===== src/rtl/bmem_arbiter_pkg.sv =====
// bmem_arbiter_pkg: shared FSM/grant types and beat geometry for the bmem arbiter.
package bmem_arbiter_pkg;
  localparam int BURST_LEN = 4;
  localparam int BEAT_W = 64;
  typedef enum logic [2:0] {IDLE, RD_CMD, RD_DATA, WR_DATA, RESP} arb_state_t;
  typedef enum logic {GNT_I, GNT_D} gnt_t;
endpackage


===== src/rtl/bmem_line_buf.sv =====
// bmem_line_buf: line register that deserializes read beats and serializes write beats.
module bmem_line_buf #(
  parameter int LINE_W = 256,
  parameter int BEAT_W = bmem_arbiter_pkg::BEAT_W,
  parameter int BURST_LEN = bmem_arbiter_pkg::BURST_LEN
) (
  input  logic              clk,
  input  logic              rst,
  input  logic              load_i,
  input  logic [LINE_W-1:0] line_i,
  input  logic              clr_i,
  input  logic              wr_i,
  input  logic [BEAT_W-1:0] beat_i,
  input  logic              adv_i,
  output logic [LINE_W-1:0] line_o,
  output logic [BEAT_W-1:0] beat_o,
  output logic              done_o
);
  localparam int CNT_W = $clog2(BURST_LEN);
  logic [CNT_W-1:0] cnt_q, cnt_d;
  logic [LINE_W-1:0] line_q, line_d;
  always_comb begin
    line_d = line_q;
    if (load_i) line_d = line_i;
    else if (wr_i) line_d[BEAT_W*cnt_q +: BEAT_W] = beat_i;
    cnt_d = (load_i || clr_i) ? '0 : (wr_i || adv_i) ? cnt_q + 1'b1 : cnt_q;
  end
  always_ff @(posedge clk or negedge rst)
    if (!rst) begin
      cnt_q <= '0;
      line_q <= '0;
    end else begin
      cnt_q <= cnt_d;
      line_q <= line_d;
    end
  assign line_o = line_q;
  assign beat_o = line_q[BEAT_W*cnt_q +: BEAT_W];
  assign done_o = cnt_q == CNT_W'(BURST_LEN - 1);
endmodule


===== src/rtl/bmem_arbiter.sv =====
// bmem_arbiter: shares one bmem port between icache and dcache, one line transaction at a time.
module bmem_arbiter #(
  parameter int ADDR_W = 32,
  parameter int LINE_W = 256,
  parameter int BEAT_W = bmem_arbiter_pkg::BEAT_W,
  parameter int BURST_LEN = bmem_arbiter_pkg::BURST_LEN
) (
  input  logic              clk,
  input  logic              rst,
  input  logic [ADDR_W-1:0] icache_addr,
  input  logic              icache_read,
  output logic [LINE_W-1:0] icache_rdata,
  output logic              icache_resp,
  input  logic [ADDR_W-1:0] dcache_addr,
  input  logic              dcache_read,
  input  logic              dcache_write,
  input  logic [LINE_W-1:0] dcache_wdata,
  output logic [LINE_W-1:0] dcache_rdata,
  output logic              dcache_resp,
  output logic [ADDR_W-1:0] bmem_addr,
  output logic              bmem_read,
  output logic              bmem_write,
  output logic [BEAT_W-1:0] bmem_wdata,
  input  logic              bmem_ready,
  input  logic [ADDR_W-1:0] bmem_raddr,
  input  logic [BEAT_W-1:0] bmem_rdata,
  input  logic              bmem_rvalid
);
  import bmem_arbiter_pkg::*;
  arb_state_t state_q;
  gnt_t own_q, last_q, pick_d;
  logic [ADDR_W-1:0] addr_q;
  logic rd_q, wr_q, iresp_q, dresp_q;
  logic ireq, dreq, go_wr, beat_ok, done;
  logic [LINE_W-1:0] line;
  always_comb begin
    ireq = icache_read;
    dreq = dcache_read || dcache_write;
    // On a tie the requester that was not served last wins.
    pick_d = (dreq && (!ireq || last_q == GNT_I)) ? GNT_D : GNT_I;
    go_wr = pick_d == GNT_D && dcache_write;
    beat_ok = state_q == RD_DATA && bmem_rvalid && bmem_raddr == addr_q;
  end
  bmem_line_buf #(.LINE_W(LINE_W), .BEAT_W(BEAT_W), .BURST_LEN(BURST_LEN)) u_buf (
    .clk(clk),
    .rst(rst),
    .load_i(state_q == IDLE && go_wr),
    .line_i(dcache_wdata),
    .clr_i(state_q == IDLE && (ireq || dreq)),
    .wr_i(beat_ok),
    .beat_i(bmem_rdata),
    .adv_i(state_q == WR_DATA && bmem_ready),
    .line_o(line),
    .beat_o(bmem_wdata),
    .done_o(done)
  );
  always_ff @(posedge clk or negedge rst)
    if (!rst) begin
      state_q <= IDLE;
      own_q <= GNT_I;
      last_q <= GNT_I;
      addr_q <= '0;
      rd_q <= 1'b0;
      wr_q <= 1'b0;
      iresp_q <= 1'b0;
      dresp_q <= 1'b0;
    end else begin
      case (state_q)
        IDLE: if (ireq || dreq) begin
          own_q <= pick_d;
          addr_q <= pick_d == GNT_D ? dcache_addr : icache_addr;
          state_q <= go_wr ? WR_DATA : RD_CMD;
          rd_q <= !go_wr;
          wr_q <= go_wr;
        end
        RD_CMD: if (bmem_ready) begin
          state_q <= RD_DATA;
          rd_q <= 1'b0;
        end
        RD_DATA: if (beat_ok && done) begin
          state_q <= RESP;
          iresp_q <= own_q == GNT_I;
          dresp_q <= own_q == GNT_D;
        end
        WR_DATA: if (bmem_ready && done) begin
          state_q <= RESP;
          wr_q <= 1'b0;
          dresp_q <= 1'b1;
        end
        RESP: begin
          state_q <= IDLE;
          last_q <= own_q;
          iresp_q <= 1'b0;
          dresp_q <= 1'b0;
        end
        default: state_q <= IDLE;
      endcase
    end
  assign bmem_addr = addr_q;
  assign bmem_read = rd_q;
  assign bmem_write = wr_q;
  assign icache_resp = iresp_q;
  assign dcache_resp = dresp_q;
  assign icache_rdata = line;
  assign dcache_rdata = line;
endmodule


===== config.mk =====
export PLATFORM = sky130hd
export DESIGN_NAME = bmem_arbiter
export DESIGN_NICKNAME = d
export VERILOG_FILES = /design/src/rtl/bmem_arbiter_pkg.sv /design/src/rtl/bmem_line_buf.sv /design/src/rtl/bmem_arbiter.sv
export SDC_FILE = /design/constraint.sdc
export NUM_CORES = 1
export LEC_CHECK = 0
export CAP_MARGIN = 20
export CORE_AREA = 2 2 400 402
export CTS_CLUSTER_DIAMETER = 50
export DETAILED_ROUTE_END_ITERATION = 16
export DIE_AREA = 0 0 402 404
export PLACE_DENSITY = 0.33
export SETUP_SLACK_MARGIN = 0.1
export SKIP_LAST_GASP = 1
export SYNTH_ARGS = -nofsm -noshare
export SYNTH_HDL_FRONTEND = slang
export SYNTH_SLANG_ARGS = --single-unit

===== constraint.sdc =====
create_clock -name clk -period 5.3 [get_ports clk]
set_input_delay 1.59 -clock clk [delete_from_list [all_inputs] [get_ports clk]]
set_output_delay 1.59 -clock clk [all_outputs]
set_load 0.01 [all_outputs]

* Word level (Yosys, flattened, before mapping)
Cells that the tools add are included.
W data, S select, Z words.
** Cells by class
- Multipliers :: 0
- Equality and inequality tests :: 10
- $lt $le $gt $ge :: 0
- Bitwise logic cells :: 2
- Divide/modulo/power cells :: 0
- Muxes and demuxes :: 24
- Shift operators :: 3
- Reduce and logical (&&, ||, !) cells :: 29
- Add/sub/neg operators :: 2
** Operators with widths (number)
- $mux W256 :: 2
- $bwmux W256 :: 1
- $shift A64 B34 Y256 const A :: 1
- $shiftx A256 B9 Y64 :: 1
- $shiftx A64 B34 Y256 :: 1
- $neg A8 Y34 :: 1
- $eq A32 B32 Y1 :: 1
- $mux W32 :: 1
- $mux W3 :: 4
- $pmux W3 S4 :: 1
- $reduce_bool A2 Y1 :: 5
- $logic_and A1 B1 Y1 :: 9
- $reduce_and A3 Y1 :: 3
- $mux W1 :: 8
- $eq A3 B2 Y1 const B :: 2
- $mux W2 :: 3
- $ne A2 B1 Y1 const B :: 3
- $pmux W1 S2 :: 3
- $logic_or A1 B1 Y1 :: 5
- $reduce_and A2 Y1 :: 2
- $reduce_and A4 Y1 :: 1
- $eq A3 B1 Y1 const B :: 1
- $eq A3 B3 Y1 const B :: 1
- $logic_not A3 Y1 :: 1
- other kinds (7) :: 9
** Word-level totals
- ROM bits :: 0
- Word-level logic and storage cells :: 80
- Register bits after elaboration :: 299
- Memories kept :: 0
- Latch bits :: 0
- RAM bits :: 0

* Longest topological paths before layout
- Word-level depth :: 8
- Gate-level depth with buffers :: 10

* Modules after synthesis
Synthesis repeated with hierarchy kept, for this count alone.
** Second synthesis, totals
- Cell total of the unflattened synthesis :: 1453
- Area total of the unflattened synthesis :: 16963.8 µm²
** Modules (own cells, without submodules)
- bmem_line_buf :: times used 1, area each 12692.2 µm², cells an instance 954, seq. area each 6456.2 µm²
- bmem_arbiter :: times used 1, area each 4271.6 µm², cells an instance 499, seq. area each 1026.0 µm²

* Worst setup path after synthesis
Ideal clock, no wire load.
- Path kind :: reg-to-output
- Start :: register u_buf.cnt_q[0]
- End :: output port bmem_wdata[15]
- Slack :: 1567 ps
- Arrival time :: 2143 ps
- Stages on the path, launching flop included :: 5
- Path through :: dfrtp_1 -> clkbuf_1 -> clkbuf_1 -> buf_1 -> mux4_2
** On the way
- Word-level cells in the longest chain between the ends :: 1
** Ends and longest elaborated chain
- from (decl) :: line bmem_line_buf.sv:20 : logic [CNT_W-1:0] cnt_q, cnt_d;
- from (signal assigned) :: line bmem_line_buf.sv:33 : cnt_q <= cnt_d;
- $shiftx A256 B9 Y64 :: line bmem_line_buf.sv:37 : assign beat_o = line_q[BEAT_W*cnt_q +: BEAT_W];
- to (decl) :: line bmem_arbiter.sv:23 : output logic [BEAT_W-1:0] bmem_wdata,
Every way passes these cells.

* Worst setup path after layout
- Start :: register u_buf.cnt_q[0]
- End :: output port bmem_wdata[21]
The elaborated chain is that of the path after synthesis.

==> metrics.md <==
| Metric | Value |
|---|---|
| Global placer's final weighted congestion | 0.831 |
| Clock root cell | clkbuf_16 |
| FF+latch count, synth | 299 |
| Largest net degree at the start of global routing | 74 |
| Syn Inst Count | 1744 |
| Slew Viols, Final | 0 |
| Crit-path slowest cell | dfrtp_4 |
| Synth Area in XOR/XNOR | 0.0119 |
| I/O pin count | 1035 |
| YS warnings | 0 |
| Routed met1 length | 56.6 mm |
| Fmax | 211 MHz |
| Starting Density | 0.117 |
| Met3 routed WL | 7.81 mm |
| Nets | 2934 |
| # Post-CTS Setup Buffers | 0 |
| Multiplexer share of the synthesized area | 0.189 |
| WS Path Type | register to output pin |
| DRC | 0 |
| CP Launch Point | u_buf.cnt_q[0]$_DFFE_PN0P_ |
| CP Launch Type | register |
| Clk Latency, worst-skew pair | 0.65 ns |
| Post-synth EDFFs | 0 |
| Sequential cell area fraction in the yosys report | 0.405 |
| Crit path required time | 3.71 ns |
| Metal2 WL | 66.3 mm |
| Post-synth ARST share | 1.00 |
| Simple-Gate Fraction of Synth Area | 0.0742 |
| HP Class | register to register |
| Core Region | 0.158 mm² |
| Layout cell share with drive strength beyond 1 | 0.101 |
| Routed wire length per instance | 28.7 µm |
| Row count | 146 |
| Worst EP arrival | 3.15 ns |
| Top FF cell, synth | dfrtp_1 |
| RSZ-0062 raised after global routing | false |
| Final critical-path share of the clock period | 0.894 |
| Combinational Power Share | 0.519 |
| Worst setup margin | 0.564 ns |
| Syn_nets | 2172 |
| R2r endpoint | u_buf.line_o[41]$_DFFE_PN0P_ |
| Synthesized area per cell | 10.6 µm² |
| Number of global-route vias before repair | 18300 |
| Reg2Reg Setup Slack | 1.62 ns |
| Final hold viol count | 0 |
| Antenna violations before repair | 29 |
| Slowest cell delay on critical path | 0.99 ns |
| Worst Max-Slew Pin Slew | 0.908 ns |
| P&R area growth vs syn | 74.3% |
| Via/cell ratio | 3.76 |
| Outcome | finished, final reports clean |
| Chip Width | 402 µm |
| Final setup skew | 0.0343 ns |
| Vias | 17500 |
| CTS tree | yes |
| Internal | 0.0130 W |
| GRT overflow | 0 |
| Die span in y | 404 µm |
| DRT Wirelength | 134 mm |
| Dpl hpwl | 103 mm |
| Port Buffer Count | 1034 |
| CP Capture Type | output pin |
| Net switching power | 0.00881 W |
| Reg power frac | 0.260 |
| Max Cap Viol | 0 |
| Cts bufs inserted | 73 |
| Largest family of logic cells by synthesized area | multiplexers |
| Post-synthesis compound-gate area fraction | 0.174 |
| Total GRT Usage | 0.159 |
| Commonest non-fill, non-tap cell in the layout | clkdlybuf4s50_1 |
| Clk sinks | 299 |
| Crit Path Max Fanout | 30 |
| DP Worst Slack | 0.494 ns |
| Post-Syn Area | 0.0185 mm² |
| CTS Buffer Depth | 3 |
| Critical Path End | bmem_wdata[21] |
| Post-Synth Adder-Cell Area | 0.00339 |
| Peak supply drop | 226 µV |
| Period minus WS final | 4.74 ns |
| Top layer used by detailed routing | met5 |
| Max_slew headroom | 0.394 |
| Router iterations before antenna repair | 5 |
| Leak | 13.1 nW |
| Htree depth | 3 |
| Clock Power Share | 0.222 |
| Most frequent cells in the layout | clkdlybuf4s50_1 (1033), dfrtp_1 (297), mux2i_1 (204) |
| Setup tns final | 0 ns |
| CTS Hold Bufs | 0 |
| Antenna-violating nets left | 0 |
| Iteration-0 DRC count of the detailed router | 871 |
| CP Cell Sequence | buf_4 -> mux4_2 -> clkdlybuf4s50_1 |
| Synth unique cells | 49 |
| Final setup fails | 0 |
| First-pass GRT wire length | 177 mm |
| Reg2Reg Depth | 7 |
| Sw Ratio | 0.403 |
| Worst-path clk slew | 0.04 ns |
| Die area | 0.162 mm² |
| PostCTS Resize Cnt | 0 |
| Reg2Reg Launch Point | u_buf.cnt_q[1]$_DFFE_PN0P_ |
| Pwr/cell area | 679 mW/mm² |
[routing by layer]
metal	vias up	global-route usage
li1	7661	-
met1	8963	0.197
met2	675	0.274
met3	148	0.0436
met4	28	0.0352
met5	-	0
[synthesized netlist by cell type, types with 6 or more instances]
master / n / area [µm²]
clkbuf_1: 86 / 323
nor2_1: 16 / 60.1
xor2_1: 21 / 184
nand2b_1: 12 / 75.1
nand2_1: 75 / 282
buf_6: 6 / 67.6
a31oi_1: 8 / 50.1
nor3b_1: 45 / 338
buf_1: 18 / 67.6
mux4_2: 64 / 1440
buf_4: 264 / 1980
nand3b_1: 12 / 90.1
mux2i_1: 204 / 2040
a21oi_1: 194 / 971
o21ai_0: 36 / 180
a21o_1: 172 / 1290
dfrtp_1: 299 / 7480
a221o_1: 44 / 440
buf_2: 27 / 135
and2_1: 21 / 131
inv_1: 12 / 45.0
a211o_1: 20 / 175
nand3_1: 38 / 190
[cells by family after synthesis]
kind of cell | after synthesis
adder cells (fa/ha/maj) | 5
AO/OA/AOI/OAI | 487
XOR/XNOR | 25
flip-flops | 299
AND/OR/NAND/NOR | 246
buffers and inverters | 413
multiplexers | 269
[sequential cells by signal (all words and copies together), names as in the netlist]
name / cells
icache_resp: 1
bmem_write: 1
bmem_addr: 32
u_buf.cnt_q: 2
bmem_read: 1
state_q: 3
u_buf.line_o: 256
last_q: 1
dcache_resp: 1
own_q: 1
[critical path: cells and delay by family, from the launching register on]
| kind | cells | cell delay (ns) |
|---|---|---|
| DFF | 1 | 0.99 |
| muxes | 1 | 0.57 |
| buffers and inverters | 2 | 0.94 |
[how the worst min path moves through the flow]
stage	from	to	cells past startpoint
2_1_floorplan	last_q$_DFFE_PN0P_	last_q$_DFFE_PN0P_	2
3_3_place_gp	bmem_write$_DFFE_PN0P_	bmem_write$_DFFE_PN0P_	2
3_5_place_dp	bmem_write$_DFFE_PN0P_	bmem_write$_DFFE_PN0P_	2
4_1_cts	bmem_write$_DFFE_PN0P_	bmem_write$_DFFE_PN0P_	2
5_1_grt	bmem_addr[29]$_DFFE_PN0P_	bmem_addr[29]$_DFFE_PN0P_	2
6_report	bmem_write$_DFFE_PN0P_	bmem_write$_DFFE_PN0P_	2
[power by group through the flow]
| stage | Clock [W] | Combinational [W] | Sequential [W] |
|---|---|---|---|
| after floorplan | 0 | 0.00546 | 0.00481 |
| after global placement | 0 | 0.0115 | 0.00578 |
| after detailed placement | 0 | 0.0115 | 0.00577 |
| after CTS | 0.00500 | 0.0115 | 0.00577 |
| after global routing | 0.00509 | 0.0120 | 0.00584 |
| final | 0.00484 | 0.0113 | 0.00567 |
[final cells by class]
cell class / count / area, µm²
antenna: 8 / 20.0
clock buffer: 98 / 2080
clock inverter: 36 / 512
fill: 17500 / 126000
inverter: 12 / 45.0
multi-input combinational: 1032 / 8450
sequential: 299 / 7490
tap: 2072 / 2590
timing repair buffer: 1088 / 11000
[per-stage QoR]
stage | total power, W | util | area (µm²) | std cells | hold WS, ns
final | 0.0218 | 0.204 | 32200 | 4645 | 0.496
after global routing | 0.0230 | 0.204 | 32200 | 4639 | 0.567
after CTS | 0.0223 | 0.204 | 32200 | 4637 | 0.499
after detailed placement | 0.0173 | 0.187 | 29600 | 4503 | 0.490
after global placement | 0.0173 | 0.187 | 29600 | 4503 | 0.488
after floorplan | 0.0103 | - | 18500 | 1744 | 0.450
No activity file was read; power rests on OpenSTA's default activity.
